[config.mk]
export PLATFORM = sky130hd
export DESIGN_NAME = calc_entry_sequencer
export DESIGN_NICKNAME = d
export VERILOG_FILES = /design/src/rtl/calc_entry_sequencer.sv
export SDC_FILE = /design/constraint.sdc
export NUM_CORES = 1
export LEC_CHECK = 0
export ABC_AREA = 1
export BUFFER_PORTS_ARGS = -buffer_cell sky130_fd_sc_hd__buf_2
export CAP_MARGIN = 20
export CELL_PAD_IN_SITES_DETAIL_PLACEMENT = 0
export CELL_PAD_IN_SITES_GLOBAL_PLACEMENT = 2
export CORE_UTILIZATION = 36
export CTS_BUF_LIST = sky130_fd_sc_hd__clkbuf_2 sky130_fd_sc_hd__clkbuf_4 sky130_fd_sc_hd__clkbuf_8
export CTS_CLUSTER_DIAMETER = 30
export DETAILED_ROUTE_END_ITERATION = 8
export GPL_TIMING_DRIVEN = 0
export PLACE_DENSITY_LB_ADDON = 0.3
export SLEW_MARGIN = 20
export SYNTH_ARGS = -nofsm -noshare
export SYNTH_HDL_FRONTEND = slang
export SYNTH_SLANG_ARGS = --single-unit
[constraint.sdc]
create_clock -name i_Clk -period 4.8 [get_ports i_Clk]
set_clock_uncertainty 0.05 [all_clocks]
set_input_delay 0.96 -clock i_Clk [delete_from_list [all_inputs] [get_ports i_Clk]]
set_output_delay 0.96 -clock i_Clk [all_outputs]
set_load 0.02 [all_outputs]
[src/rtl/calc_entry_sequencer.sv]
//------------------------------------------------------------------------------
// Module   : calc_entry_sequencer
// Purpose  : Keypad entry and execution sequencer for the calculator. Collects
//            two BCD operands and an operation, hands them to the downstream
//            ALU path with a start/done handshake, drives display/blank/status,
//            chains results into the next operation and guards EXEC with a
//            watchdog.
// Options  : define CALC_BACKSPACE_EN to add the i_Back backspace key.
// Revision : 1.0 - initial release
//------------------------------------------------------------------------------
`default_nettype none

module calc_entry_sequencer #(
  parameter int DIGITS  = 2,
  parameter int OP_W    = 3,
  parameter int TIMEOUT = 1024,
  parameter int TO_W    = 11
) (
  input  logic                  i_Clk,
  input  logic                  i_Reset,
  input  logic                  i_Key_Valid,
  input  logic [3:0]            i_Key_Code,
  input  logic                  i_Op_Valid,
  input  logic [OP_W-1:0]       i_Op_Code,
  input  logic                  i_Equals,
  input  logic                  i_Clear,
`ifdef CALC_BACKSPACE_EN
  input  logic                  i_Back,
`endif
  input  logic                  i_Done,
  input  logic [4*DIGITS-1:0]   i_Result,
  input  logic                  i_Overflow,
  output logic [4*DIGITS-1:0]   o_Operand_A,
  output logic [4*DIGITS-1:0]   o_Operand_B,
  output logic [OP_W-1:0]       o_Op_Code,
  output logic                  o_Start,
  output logic [4*DIGITS-1:0]   o_Display,
  output logic [DIGITS-1:0]     o_Blank,
  output logic [3:0]            o_Status,
  output logic                  o_Error
);

  localparam int                W         = 4 * DIGITS;
  localparam int                CNT_W     = $clog2(DIGITS + 1);
  localparam logic [CNT_W-1:0]  C_FULL    = CNT_W'(DIGITS);
  localparam logic [TO_W-1:0]   C_TO_LAST = TO_W'(TIMEOUT - 1);
`ifdef CALC_BACKSPACE_EN
  localparam logic [CNT_W-1:0]  C_ONE     = CNT_W'(1);
`endif

  typedef enum logic [2:0] {
    S_IDLE    = 3'd0,
    S_ENTRY_A = 3'd1,
    S_OP_WAIT = 3'd2,
    S_ENTRY_B = 3'd3,
    S_EXEC    = 3'd4,
    S_SHOW    = 3'd5,
    S_ERROR   = 3'd6
  } state_t;

  state_t              state_q, state_d;
  logic [W-1:0]        a_q, a_d;
  logic [W-1:0]        b_q, b_d;
  logic [W-1:0]        res_q, res_d;
  logic [W-1:0]        disp_q, disp_d;
  logic [CNT_W-1:0]    cnt_a_q, cnt_a_d;
  logic [CNT_W-1:0]    cnt_b_q, cnt_b_d;
  logic [OP_W-1:0]     op_q, op_d;
  logic                start_q, start_d;
  logic                err_q, err_d;
  logic [DIGITS-1:0]   blank_q, blank_d;
  logic [3:0]          status_q, status_d;
  logic [TO_W-1:0]     wd_q, wd_d;

  logic                w_op_legal;
  logic                w_digit;
  logic                w_digit_nz;
  logic [W-1:0]        w_key_ext;

  // Blank every digit position at or above the number of entered digits.
  function automatic logic [DIGITS-1:0] f_blank_above(input logic [CNT_W-1:0] cnt);
    logic [DIGITS-1:0] b;
    b = '0;
    for (int i = 0; i < DIGITS; i++) begin
      b[i] = (i >= int'(cnt));
    end
    return b;
  endfunction

  // Blank leading zeros of a result, always keeping the units digit lit.
  function automatic logic [DIGITS-1:0] f_blank_lz(input logic [W-1:0] v);
    logic [DIGITS-1:0] b;
    logic              seen;
    b    = '0;
    seen = 1'b0;
    for (int i = DIGITS - 1; i >= 0; i--) begin
      if (v[4*i +: 4] != 4'd0) seen = 1'b1;
      b[i] = !seen;
    end
    b[0] = 1'b0;
    return b;
  endfunction

  // Number of significant digits in a BCD value (0 for a zero value).
  function automatic logic [CNT_W-1:0] f_sig_digits(input logic [W-1:0] v);
    logic [CNT_W-1:0] n;
    n = '0;
    for (int i = 0; i < DIGITS; i++) begin
      if (v[4*i +: 4] != 4'd0) n = CNT_W'(i + 1);
    end
    return n;
  endfunction

  // A legal op suppresses a digit arriving in the same cycle.
  assign w_op_legal = i_Op_Valid && (i_Op_Code != '0);
  assign w_digit    = i_Key_Valid && (i_Key_Code <= 4'd9) && !w_op_legal;
  assign w_digit_nz = w_digit && (i_Key_Code != 4'd0);

  // Zero-extend the key code to operand width for the shift-in.
  always_comb begin
    w_key_ext      = '0;
    w_key_ext[3:0] = i_Key_Code;
  end

  // Next-state logic followed by output decode of the next state.
  always_comb begin
    state_d  = state_q;
    a_d      = a_q;
    b_d      = b_q;
    cnt_a_d  = cnt_a_q;
    cnt_b_d  = cnt_b_q;
    op_d     = op_q;
    res_d    = res_q;
    start_d  = 1'b0;
    wd_d     = '0;
    disp_d   = '0;
    blank_d  = '1;
    status_d = 4'b0000;
    err_d    = 1'b0;

    if (i_Clear) begin
      state_d = S_IDLE;
      a_d     = '0;
      b_d     = '0;
      cnt_a_d = '0;
      cnt_b_d = '0;
      op_d    = '0;
      res_d   = '0;
    end else begin
      case (state_q)
        S_IDLE: begin
          if (w_digit_nz) begin
            a_d     = w_key_ext;
            cnt_a_d = CNT_W'(1);
            b_d     = '0;
            cnt_b_d = '0;
            state_d = S_ENTRY_A;
          end
        end

        S_ENTRY_A: begin
          if (w_op_legal) begin
            op_d    = i_Op_Code;
            b_d     = '0;
            cnt_b_d = '0;
            state_d = S_OP_WAIT;
`ifdef CALC_BACKSPACE_EN
          end else if (i_Back) begin
            a_d     = a_q >> 4;
            cnt_a_d = cnt_a_q - 1'b1;
            if (cnt_a_q == C_ONE) state_d = S_IDLE;
`endif
          end else if (w_digit && (cnt_a_q != C_FULL)) begin
            a_d     = (a_q << 4) | w_key_ext;
            cnt_a_d = cnt_a_q + 1'b1;
          end
        end

        S_OP_WAIT: begin
          if (w_op_legal) begin
            op_d = i_Op_Code;
          end else if (w_digit_nz) begin
            b_d     = w_key_ext;
            cnt_b_d = CNT_W'(1);
            state_d = S_ENTRY_B;
          end
        end

        S_ENTRY_B: begin
          if (i_Equals) begin
            start_d = 1'b1;
            state_d = S_EXEC;
`ifdef CALC_BACKSPACE_EN
          end else if (i_Back) begin
            b_d     = b_q >> 4;
            cnt_b_d = cnt_b_q - 1'b1;
            if (cnt_b_q == C_ONE) state_d = S_OP_WAIT;
`endif
          end else if (w_digit && (cnt_b_q != C_FULL)) begin
            b_d     = (b_q << 4) | w_key_ext;
            cnt_b_d = cnt_b_q + 1'b1;
          end
        end

        S_EXEC: begin
          if (i_Done) begin
            if (i_Overflow) begin
              state_d = S_ERROR;
            end else begin
              res_d   = i_Result;
              state_d = S_SHOW;
            end
          end else if (wd_q == C_TO_LAST) begin
            state_d = S_ERROR;
          end else begin
            wd_d = wd_q + 1'b1;
          end
        end

        S_SHOW: begin
          if (w_op_legal) begin
            a_d     = res_q;
            cnt_a_d = f_sig_digits(res_q);
            op_d    = i_Op_Code;
            b_d     = '0;
            cnt_b_d = '0;
            state_d = S_OP_WAIT;
          end else if (w_digit_nz) begin
            a_d     = w_key_ext;
            cnt_a_d = CNT_W'(1);
            b_d     = '0;
            cnt_b_d = '0;
            state_d = S_ENTRY_A;
          end
        end

        S_ERROR: begin
          state_d = S_ERROR;
        end

        default: begin
          state_d = S_IDLE;
        end
      endcase
    end

    case (state_d)
      S_IDLE: begin
        disp_d  = a_d;
        blank_d = f_blank_above(cnt_a_d);
      end
      S_ENTRY_A: begin
        disp_d   = a_d;
        blank_d  = f_blank_above(cnt_a_d);
        status_d = 4'b0001;
      end
      S_OP_WAIT: begin
        disp_d   = b_d;
        blank_d  = '1;
        status_d = 4'b0010;
      end
      S_ENTRY_B: begin
        disp_d   = b_d;
        blank_d  = f_blank_above(cnt_b_d);
        status_d = 4'b0010;
      end
      S_EXEC: begin
        disp_d   = b_d;
        blank_d  = f_blank_above(cnt_b_d);
        status_d = 4'b0100;
      end
      S_SHOW: begin
        disp_d   = res_d;
        blank_d  = f_blank_lz(res_d);
        status_d = 4'b1000;
      end
      S_ERROR: begin
        disp_d   = '0;
        blank_d  = '1;
        status_d = 4'b1111;
        err_d    = 1'b1;
      end
      default: begin
        disp_d  = '0;
        blank_d = '1;
      end
    endcase
  end

  // State and registered outputs; reset asserts asynchronously.
  always_ff @(posedge i_Clk or posedge i_Reset) begin
    if (i_Reset) begin
      state_q  <= S_IDLE;
      a_q      <= '0;
      b_q      <= '0;
      res_q    <= '0;
      disp_q   <= '0;
      cnt_a_q  <= '0;
      cnt_b_q  <= '0;
      op_q     <= '0;
      start_q  <= 1'b0;
      err_q    <= 1'b0;
      blank_q  <= '1;
      status_q <= 4'b0000;
      wd_q     <= '0;
    end else begin
      state_q  <= state_d;
      a_q      <= a_d;
      b_q      <= b_d;
      res_q    <= res_d;
      disp_q   <= disp_d;
      cnt_a_q  <= cnt_a_d;
      cnt_b_q  <= cnt_b_d;
      op_q     <= op_d;
      start_q  <= start_d;
      err_q    <= err_d;
      blank_q  <= blank_d;
      status_q <= status_d;
      wd_q     <= wd_d;
    end
  end

  assign o_Operand_A = a_q;
  assign o_Operand_B = b_q;
  assign o_Op_Code   = op_q;
  assign o_Start     = start_q;
  assign o_Display   = disp_q;
  assign o_Blank     = blank_q;
  assign o_Status    = status_q;
  assign o_Error     = err_q;

endmodule

`default_nettype wire
==> flow_summary_export.csv <==
group,metric,value,unit
global_routing,grt_use_met1,29.9,%
place,portBuffers,56,
worst_setup_path,path_common_cell,"nand2_1",
floorplanning,die_h,98.1,µm
worst_setup_path,cp-end-kind,"flip-flop",
layout,insertedDiodeCount,0,
power,p_leak,2.20,nW
route,vias,3020,
floorplanning,core_area,0.00885,mm²
run_status,violations,"DRC",
global_routing,grt-ovfl-total,0,
global_routing,grt_max_degree,39,
clocking,cts_htree_levels,3,
timing,fin_setup_tns,0,ps
worst_setup_path,setup.worst_path.start_class,"primary input",
route,wire_per_inst,15.0,µm
layout,area_growth,18.2,%
timing,drv_slew,0,
place,post-dp-hpwl,6990,µm
synth,ys.flop_type,"dfrtp_1",
worst_setup_path,critical_path_class,"in2reg",
worst_setup_path,cp.arrival,2580,ps
run,maxCapViolations,0,
floorplanning,io_pins,58,
global_routing,grt_pass1_vias,2921,
clocking,cts_made_buffers,9,
timing,period_needed,2360,ps
timing,finalSetupViolCount,0,
layout,nNetsFinal,531,
power,power_density,302,mW/mm²
global_routing,grt-busiest-layer,"met2",
synth,synth_nets,463,
clocking,path_clk_slew,70,ps
clocking,cts_resized,0,
timing,slew-limit-headroom,55.4,%
worst_setup_path,slowest_delay,240,ps
synth,async_flop_share,100,%
timing,rsz0062_at_grt,"no",
clocking,cts_sinks,61,
global_routing,antenna_found_initial,0,
worst_setup_path,path_max_fanout,9,
global_routing,grt_usage,20.9,%
timing,tightest_slew,669,ps
timing,fmax,0.424,GHz
layout,final_core_util,44.4,%
power,peakVddDrop,129,µV
worst_setup_path,critPathTopFamily,"simple AND/OR/NAND/NOR gates",
synth,syn_inst,437,
synth,synth-edff-count,0,
synth,yosysSeqAreaShare,46.0,%
worst_setup_path,crit_required,5020,ps
worst_setup_path,worst-path-buf-inv,1,
clocking,clk_path_buf_depth,2,
floorplanning,start_util,37.5,%
clocking,postCtsSetupBuffers,0,
global_routing,grt_use_met3,4.15,%
synth,netlist_area,0.00332,mm²
route,ant_nets,0,
route,drt_wl_total,9250,µm
layout,fillers,963,
route,drt-pass1-iter-count,7,
timing,hold_violations,0,
synth,ys_types,33,
run_status,run_status,"finished, violations left",
clocking,clkLatencyLatePin,340,ps
floorplanning,fp-row-count,34,
worst_setup_path,crit_chain,"buf_2 -> nor2_1 -> nor2_1 -> nor2_4 -> nand3_2 -> nand2_1 -> nand2_1 -> nand2_2 -> nand2_1 -> nor2_4 -> nand3_1 -> nand3_1",
route,drc,1,
layout,drive_gt1_share,22.7,%
clocking,cts_root_buf,"clkbuf_8",
floorplanning,dieArea,0.00962,mm²
worst_setup_path,crit_path_top_delay_cell,"nor2_4",
clocking,cts_hold_buf,0,
place,place.gp.congestion,0.806,
synth,yosys_warnings,0,
power,finalPower,1.19,mW
hold_path,hold_path.class,"reg2reg",
floorplanning,dieWidth,98.1,µm
clocking,cts_tree,"built",
synth,ys_ff_latch,61,
timing,finalCritPeriodShare,49.1,%
route,drt_iter0_drc,134,
route,routed_via_density,4.89,
synth,synth_area_per_cell,7.60,µm²
global_routing,grt.met2_usage,32.1,%
global_routing,grt_pass1_wl,15200,µm
## through the flow
stage / cells / cell area (µm²) / setup WS (ps) / hold slack [ps]
6_report: 618 / 3930 / 2440 / 410
5_1_grt: 618 / 3930 / 2250 / 444
4_1_cts: 618 / 3930 / 2440 / 417
3_5_place_dp: 602 / 3760 / 2080 / 407
3_3_place_gp: 601 / 3740 / 1420 / 398
2_1_floorplan: 437 / 3320 / 2280 / 383
## placed cells by master (no fill, tap or decap), drive strengths merged
cell type  netlist  final
a21oi           22     22
a22oi            4      4
a31oi            3      3
and3             1      1
buf              6     63
clkbuf           3     14
clkinv           0      4
clkinvlp         0      1
dfrtp           59     59
dfstp            2      2
ha               3      3
inv             70     70
nand2          112    112
nand3           58     58
nand4            7      7
nor2            49     49
nor3             6      6
nor3b            1      1
o211a            1      1
o21a             1      1
o21ai           19     19
or2              6      6
xnor2            2      2
xor2             2      2
## cells in the mapped netlist, types with 4 or more instances
library cell / instances / area share (%)
nand2_2: 6 / 1.1
nand2_1: 106 / 12
nand4_1: 7 / 1.3
o21ai_0: 17 / 2.6
nor2_1: 39 / 4.4
nor3_1: 6 / 0.90
or2_2: 6 / 1.1
dfrtp_1: 59 / 44
a22oi_1: 4 / 0.90
inv_1: 64 / 7.2
nand3_2: 4 / 1.2
nor2_4: 7 / 2.4
inv_2: 6 / 0.68
a21oi_1: 20 / 3.0
nand3_1: 54 / 8.1
## final cells by class
class                   count  area [µm²]  share of cell area [%]
flip-flops and latches     61        1530                    38.9
well taps                 108         135                    3.44
clock buffers              11         139                    3.54
clock inverters             5        27.5                   0.701
plain buffers               9        45.0                    1.15
multi-input cells         297        1490                    37.8
repair buffers             57         300                    7.65
inverters                  70         265                    6.76
## logic make-up (layout without fill, tap and decap cells)
group | Yosys count | count (layout) | synth area share, %
flip-flops | 61 | 61 | 46.0
buffers and inverters | 79 | 152 | 9.27
AO/OA/AOI/OAI | 50 | 50 | 8.96
XOR/XNOR | 4 | 4 | 1.05
AND/OR/NAND/NOR | 240 | 240 | 33.6
adder cells (fa/ha/maj) | 3 | 3 | 1.13
## flip-flops by register name, indices dropped and copies added, names as in the netlist
| signal | cells |
|---|---|
| res_q | 8 |
| cnt_a_q | 2 |
| o_Error | 1 |
| o_Display | 8 |
| o_Op_Code | 3 |
| o_Operand_A | 8 |
| wd_q | 11 |
| o_Start | 1 |
| o_Status | 4 |
| cnt_b_q | 2 |
| state_q | 3 |
| o_Blank | 2 |
| o_Operand_B | 8 |
## path summary, 6_finish.rpt
kind,from,end,slack (ps),depth (start not counted)
worst max-delay path,i_Key_Code[1],o_Display[3],2440,12
worst min-delay path,wd_q[0],wd_q[0],410,1
worst max register to register,wd_q[0],o_Display[7],2730,11
worst min register to register,wd_q[0],wd_q[0],410,1
max in group asynchronous,i_Reset,o_Blank[1],3590,3
min in group asynchronous,i_Reset,o_Display[5],530,2
## metal layers
| layer | part of all wire (%) | routed length (µm) |
|---|---|---|
| met1 | 49 | 4560 |
| met2 | 45 | 4190 |
| met3 | 4.5 | 417 |
| met4 | 0.92 | 85 |
| met5 | 0 | 0 |
## report_power, final
part	internal (mW)	total (mW)	switching, mW
registers	0.538	0.552	0.0145
clock network	0.195	0.405	0.210
logic	0.0661	0.229	0.163
total	0.799	1.19	0.387
(Power assumes the default switching activity.)
